<file path="config.mk">
export PLATFORM = sky130hd
export DESIGN_NAME = alu16_seq_flat
export DESIGN_NICKNAME = d
export VERILOG_FILES = /design/src/rtl/sm83_pkg.sv /design/src/rtl/alu16_seq_if.sv /design/src/rtl/alu16_seq.sv /design/src/flat_wrapper.sv
export SDC_FILE = /design/constraint.sdc
export NUM_CORES = 1
export LEC_CHECK = 0
export CAP_MARGIN = 20
export CORE_MARGIN = 4
export CORE_UTILIZATION = 45
export DETAILED_ROUTE_END_ITERATION = 6
export PLACE_DENSITY = 0.79
export SLEW_MARGIN = 20
export SYNTH_ARGS = -nofsm -noshare
export SYNTH_HDL_FRONTEND = slang
export SYNTH_SLANG_ARGS = --single-unit
</file>
<file path="constraint.sdc">
create_clock -name clk -period 3.2 [get_ports clk]
set_clock_uncertainty 0.2 [all_clocks]
set_input_delay 0.96 -clock clk [delete_from_list [all_inputs] [get_ports clk]]
set_output_delay 0.96 -clock clk [all_outputs]
set_load 0.05 [all_outputs]
</file>
<file path="src/rtl/sm83_pkg.sv">
// Shared SM83 datapath types: byte data, F register layout, ALU opcodes,
// and the 16-bit arithmetic sequencer's opcode and state encodings.
package sm83_pkg;

   typedef logic [7:0] data_t;

   typedef struct packed {
      logic z;
      logic n;
      logic h;
      logic c;
   } flags_t;

   typedef enum logic [3:0] {
      ALU_NOP = 4'd0,
      ALU_ADD = 4'd1,
      ALU_ADC = 4'd2,
      ALU_SUB = 4'd3,
      ALU_SBC = 4'd4,
      ALU_AND = 4'd5,
      ALU_XOR = 4'd6,
      ALU_OR  = 4'd7,
      ALU_CP  = 4'd8,
      ALU_INC = 4'd9,
      ALU_DEC = 4'd10
   } alu_op_t;

   typedef enum logic [1:0] {
      ALU16_ADD_HL = 2'd0,
      ALU16_ADD_SP = 2'd1,
      ALU16_INC    = 2'd2,
      ALU16_DEC    = 2'd3
   } alu16_op_t;

   typedef enum logic [1:0] {
      IDLE = 2'd0,
      LO   = 2'd1,
      HI   = 2'd2,
      RSP  = 2'd3
   } alu16_state_t;

   localparam flags_t FLAGS_CLR = '0;

   // Upper byte of a sign-extended 8-bit displacement
   function automatic data_t sign_fill(input data_t e);
      return e[7] ? 8'hFF : 8'h00;
   endfunction

endpackage

</file>
<file path="src/rtl/alu16_seq_if.sv">
// Request/response handshake bundle between the control unit and the
// 16-bit arithmetic sequencer.
interface alu16_seq_if;
   import sm83_pkg::*;

   logic        req_valid;
   logic        req_ready;
   alu16_op_t   req_op;
   logic [15:0] req_a;
   logic [15:0] req_b;
   flags_t      req_flags;

   logic        rsp_valid;
   logic        rsp_ready;
   logic [15:0] rsp_result;
   flags_t      rsp_flags;

   modport master (
      output req_valid,
      output req_op,
      output req_a,
      output req_b,
      output req_flags,
      output rsp_ready,
      input  req_ready,
      input  rsp_valid,
      input  rsp_result,
      input  rsp_flags
   );

   modport slave (
      input  req_valid,
      input  req_op,
      input  req_a,
      input  req_b,
      input  req_flags,
      input  rsp_ready,
      output req_ready,
      output rsp_valid,
      output rsp_result,
      output rsp_flags
   );

endinterface

</file>
<file path="src/rtl/alu16_seq.sv">
// Runs SM83 16-bit ADD HL,rr / ADD SP,e / INC rr / DEC rr as two chained
// byte operations on the shared 8-bit ALU, low byte first.
module alu16_seq
   import sm83_pkg::*;
(
   input  logic         clk,
   input  logic         rst,
   alu16_seq_if.slave   bus,
   output alu_op_t      alu_op,
   output data_t        alu_op1,
   output data_t        alu_op2,
   output flags_t       alu_in_flags,
   input  data_t        alu_result,
   input  flags_t       alu_out_flags
);

   alu16_state_t state;
   alu16_state_t state_nx;

   alu16_op_t    op_q;
   logic [15:0]  a_q;
   logic [15:0]  b_q;
   flags_t       f_q;

   data_t        res_lo;
   data_t        res_hi;
   logic         c_lo;
   flags_t       flags_q;
   flags_t       flags_nx;

   logic [12:0]  sum12;
   logic [4:0]   sum4;
   logic         c_hi;
   logic         unused_alu_flags;

   assign unused_alu_flags = ^{alu_out_flags.z,
                               alu_out_flags.n,
                               alu_out_flags.h};

   always_ff @(posedge clk or posedge rst) begin
      if (rst) state <= IDLE;
      else     state <= state_nx;
   end

   always_comb begin
      state_nx = state;
      unique case (state)
         IDLE: if (bus.req_valid) state_nx = LO;
         LO:   state_nx = HI;
         HI:   state_nx = RSP;
         RSP:  if (bus.rsp_ready) state_nx = IDLE;
         default: state_nx = IDLE;
      endcase
   end

   always_comb begin
      alu_op       = ALU_NOP;
      alu_op1      = '0;
      alu_op2      = '0;
      alu_in_flags = FLAGS_CLR;
      unique case (state)
         LO: begin
            alu_op1 = a_q[7:0];
            unique case (op_q)
               ALU16_ADD_HL,
               ALU16_ADD_SP: begin
                  alu_op  = ALU_ADD;
                  alu_op2 = b_q[7:0];
               end
               ALU16_INC: alu_op = ALU_INC;
               ALU16_DEC: alu_op = ALU_DEC;
               default:   alu_op = ALU_NOP;
            endcase
         end
         HI: begin
            alu_op1        = a_q[15:8];
            alu_in_flags.c = c_lo;
            unique case (op_q)
               ALU16_ADD_HL: begin
                  alu_op  = ALU_ADC;
                  alu_op2 = b_q[15:8];
               end
               ALU16_ADD_SP: begin
                  alu_op  = ALU_ADC;
                  alu_op2 = sign_fill(b_q[7:0]);
               end
               ALU16_INC: alu_op = ALU_ADC;
               ALU16_DEC: alu_op = ALU_SBC;
               default:   alu_op = ALU_NOP;
            endcase
         end
         default: ;
      endcase
   end

   // Half-carry comes from the latched operands, not from the ALU's byte H
   always_comb begin
      sum12 = {1'b0, a_q[11:0]} + {1'b0, b_q[11:0]};
      sum4  = {1'b0, a_q[3:0]} + {1'b0, b_q[3:0]};
      c_hi  = alu_out_flags.c;
      unique case (op_q)
         ALU16_ADD_HL:
            flags_nx = '{z: f_q.z, n: 1'b0,
                         h: sum12[12], c: c_hi};
         ALU16_ADD_SP:
            flags_nx = '{z: 1'b0, n: 1'b0,
                         h: sum4[4], c: c_lo};
         default:
            flags_nx = f_q;
      endcase
   end

   always_ff @(posedge clk or posedge rst) begin
      if (rst) begin
         op_q    <= ALU16_ADD_HL;
         a_q     <= '0;
         b_q     <= '0;
         f_q     <= FLAGS_CLR;
         res_lo  <= '0;
         res_hi  <= '0;
         c_lo    <= 1'b0;
         flags_q <= FLAGS_CLR;
      end else begin
         unique case (state)
            IDLE: if (bus.req_valid) begin
               op_q <= bus.req_op;
               a_q  <= bus.req_a;
               b_q  <= bus.req_b;
               f_q  <= bus.req_flags;
            end
            LO: begin
               res_lo <= alu_result;
               c_lo   <= alu_out_flags.c;
            end
            HI: begin
               res_hi  <= alu_result;
               flags_q <= flags_nx;
            end
            default: ;
         endcase
      end
   end

   assign bus.req_ready  = (state == IDLE) & ~rst;
   assign bus.rsp_valid  = (state == RSP);
   assign bus.rsp_result = {res_hi, res_lo};
   assign bus.rsp_flags  = flags_q;

endmodule

</file>
<file path="src/flat_wrapper.sv">
// flat-port wrapper written by rule: the top's interface ports become plain ports
module alu16_seq_flat import sm83_pkg::*;
  (clk, rst, alu_op, alu_op1, alu_op2, alu_in_flags, alu_result, alu_out_flags, bus_req_valid, bus_req_op, bus_req_a, bus_req_b, bus_req_flags, bus_rsp_ready, bus_req_ready, bus_rsp_valid, bus_rsp_result, bus_rsp_flags);
  alu16_seq_if bus_i ();
  input  logic clk;
  input  logic rst;
  output alu_op_t alu_op;
  output data_t alu_op1;
  output data_t alu_op2;
  output flags_t alu_in_flags;
  input  data_t alu_result;
  input  flags_t alu_out_flags;
  input wire logic [$bits(bus_i.req_valid)-1:0] bus_req_valid;
  input wire logic [$bits(bus_i.req_op)-1:0] bus_req_op;
  input wire logic [$bits(bus_i.req_a)-1:0] bus_req_a;
  input wire logic [$bits(bus_i.req_b)-1:0] bus_req_b;
  input wire logic [$bits(bus_i.req_flags)-1:0] bus_req_flags;
  input wire logic [$bits(bus_i.rsp_ready)-1:0] bus_rsp_ready;
  output wire logic [$bits(bus_i.req_ready)-1:0] bus_req_ready;
  output wire logic [$bits(bus_i.rsp_valid)-1:0] bus_rsp_valid;
  output wire logic [$bits(bus_i.rsp_result)-1:0] bus_rsp_result;
  output wire logic [$bits(bus_i.rsp_flags)-1:0] bus_rsp_flags;
  assign bus_i.req_valid = bus_req_valid;
  assign bus_i.req_op = bus_req_op;
  assign bus_i.req_a = bus_req_a;
  assign bus_i.req_b = bus_req_b;
  assign bus_i.req_flags = bus_req_flags;
  assign bus_i.rsp_ready = bus_rsp_ready;
  assign bus_req_ready = bus_i.req_ready;
  assign bus_rsp_valid = bus_i.rsp_valid;
  assign bus_rsp_result = bus_i.rsp_result;
  assign bus_rsp_flags = bus_i.rsp_flags;
  alu16_seq u_core (.clk(clk), .rst(rst), .bus(bus_i), .alu_op(alu_op), .alu_op1(alu_op1), .alu_op2(alu_op2), .alu_in_flags(alu_in_flags), .alu_result(alu_result), .alu_out_flags(alu_out_flags));
endmodule
</file>
==> reports/results.tsv <==
metric	value	unit
portBuffers	93	
r2r-start	u_core.state[0]	
wl	7160	um
final_hold_viol_count	0	
dieWidth	89.3	um
ys_warn_count	0	
fmax	322	MHz
ctsHoldBuffers	0	
clkTransAtPathRegs	0.06	ns
drive_above_1_share	32.9	%
worstSkewPairLatency	0.33	ns
core_area	0.00639	mm^2
synth_top_family_by_area	multiplexers	
grt_antenna_before_repair	0	
layout_common_cells	71 x clkdlybuf4s50_1, 61 x dfrtp_1, 58 x mux2_2, 24 x buf_12, 16 x nand2_1	
grt.met2_usage	30.5	%
path_class	register to output pin	
fin_crit_sh	96.9	%
critPathMaxFanout	9	
hpwlAfterDp	5420	um
rows	29	
arrival	1.94	ns
slew_headroom	63.0	%
dieArea	0.00798	mm^2
syn_inst	239	
async_flop_share	100	%
grt_pass1_vias	2329	
synth_adder_area_share	6.72	%
p_leak	1.91	nW
die_h	89.3	um
synth-main-ff-cell	dfrtp_1	
syn_area_per_cell	12.5	um^2
drt_iter0_drc	81	
grtUsageMet3	5.35	%
htree_levels	3	
drcViolationCount	0	
synthSimpleGateAreaFrac	6.13	%
synth_compound_area_share	8.70	%
slew_violations	0	
drv_cap	0	
setup_viol	0	
hold_class	register to register	
nets	408	
power_density	1250	mW/mm^2
grt_pass1_wl	11500	um
dr.pass1.iters	5	
min-delay-start	u_core.bus.rsp_flags[3]	
synthTopCellsByArea	dfrtp_1 51%, mux2_2 22%, ha_1 6.7%, a22o_1 2.4%, a21oi_1 2.2%	
cts_tree	yes	
clk_path_buf_depth	2	
synth.top_cell.area_share	51.3	%
final_area	0.00445	mm^2
cts_made_buffers	9	
syn_area	0.00298	mm^2
grt.met1_usage	25.1	%
viasPerCell	5.34	
status	completed	
synth-xor-area-share	0	%
instances_no_fill	420	
synth-edff-count	0	
busiest_layer	met2	
grt_max_degree	39	
synth-seq-area-share	51.3	%
synth_cell_types	33	
gr-usage-all-layers	19.0	%
place.gp.congestion	0.791	
placed_cells	403	
clock_sinks	61	
num_vias	2244	
utilization	69.7	%
antenna_cells	0	
syn2layout_area_growth	49.4	%
routedWlPerCell	17.1	um
worstSetupStartpointType	register	
ioPinCount	100	
muxShareOfSynthArea	22.6	%
critPathRequiredTime	2.04	ns
dpl_cell_area	0.00420	mm^2
overflow	0	
start_util	46.6	%
endpoint_kind	output pin	
setup_ws	0.0981	ns
dp_slack	0.254	ns
ant_nets	0	
crit_start	u_core.state[0]	
fin_tns_setup	0	ns
worst_slew_pin_slew	0.554	ns
yosysTopAreaCell	dfrtp_1	
final_common_cell	clkdlybuf4s50_1	
period_needed	3.10	ns
root_buffer	clkbuf_8	
ys_ff_latch	61	
peakVddDrop	0.765	mV
-- final cells by class --
class	count	area (um^2)
fill	454	1940
clock inverter	4	45.0
multi-input combinational	158	1350
clock buffer	12	165
tap	77	96.3
sequential	61	1530
timing repair buffer	101	1240
inverter	7	26.3
-- state kept, by name (all words and copies together) (netlist names) --
register              flops
u_core.c_lo               1
u_core.op_q               2
u_core.res_hi             8
u_core.bus.rsp_flags      4
u_core.res_lo             8
u_core.b_q               16
u_core.state              2
u_core.f_q                4
u_core.a_q               16
-- critical path, stage by stage, from the launching register on --
cell     delay (ns)
dfrtp_1        0.41
inv_1          0.20
ha_1           0.29
nand2_2        0.17
nor2_1         0.14
a21oi_1        0.05
nor2_1         0.19
buf_12         0.17
-- cell families (layout without fill, tap and decap cells) --
logic type               Yosys count  in the layout
adder cells (fa/ha/maj)           16             16
AO/OA/AOI/OAI                     40             40
buffers and inverters             22            124
AND/OR/NAND/NOR                   39             39
multiplexers                      60             60
flip-flops                        61             61
other                              1              3
-- cells in the mapped netlist (all sizes together) (3+ instances only) --
library cell / count
a21oi: 13
a22o: 8
and2: 4
buf: 9
clkbuf: 6
dfrtp: 61
ha: 16
inv: 7
mux2: 58
nand2: 17
nand3: 3
nor2: 8
nor3: 3
o21ai: 10
-- path summary, 6_finish.rpt --
path / end / slack [ns] / cells after the start
hold reg to reg: u_core.bus.rsp_flags[3] / 0.30 / 1
setup reg to reg: u_core.bus.rsp_flags[1] / 0.96 / 8
setup / recovery: alu_op2[7] / 0.1 / 7
hold / removal: u_core.bus.rsp_flags[3] / 0.30 / 1
max in group asynchronous: u_core.res_lo[5] / 1.34 / 3
min in group asynchronous: u_core.a_q[14] / 0.80 / 2
-- routing by layer --
layer  up-vias  routed length (um)
li1       1042                   -
met1      1117                3110
met2        77                3520
met3         8                 437
met4         0                  99
met5         -                   0
-- through the flow --
stage,power [mW],hold slack (ns)
finish,5.55,0.298
global route,5.86,0.318
CTS,5.52,0.298
detailed placement,4.79,0.281
global placement,4.70,0.274
floorplan,3.55,0.263
-- repair_timing --
action | in CTS | in global routing
setup buffers | 0 | 1
resized for setup | 6 | 6
setup endpoints to repair | 8 | 15
-- power breakdown --
group	total [mW]	switching, mW	internal, mW
combinational	3.35	1.82	1.53
clock	0.710	0.291	0.419
sequential	1.49	0.320	1.17
(Power assumes the default switching activity.)
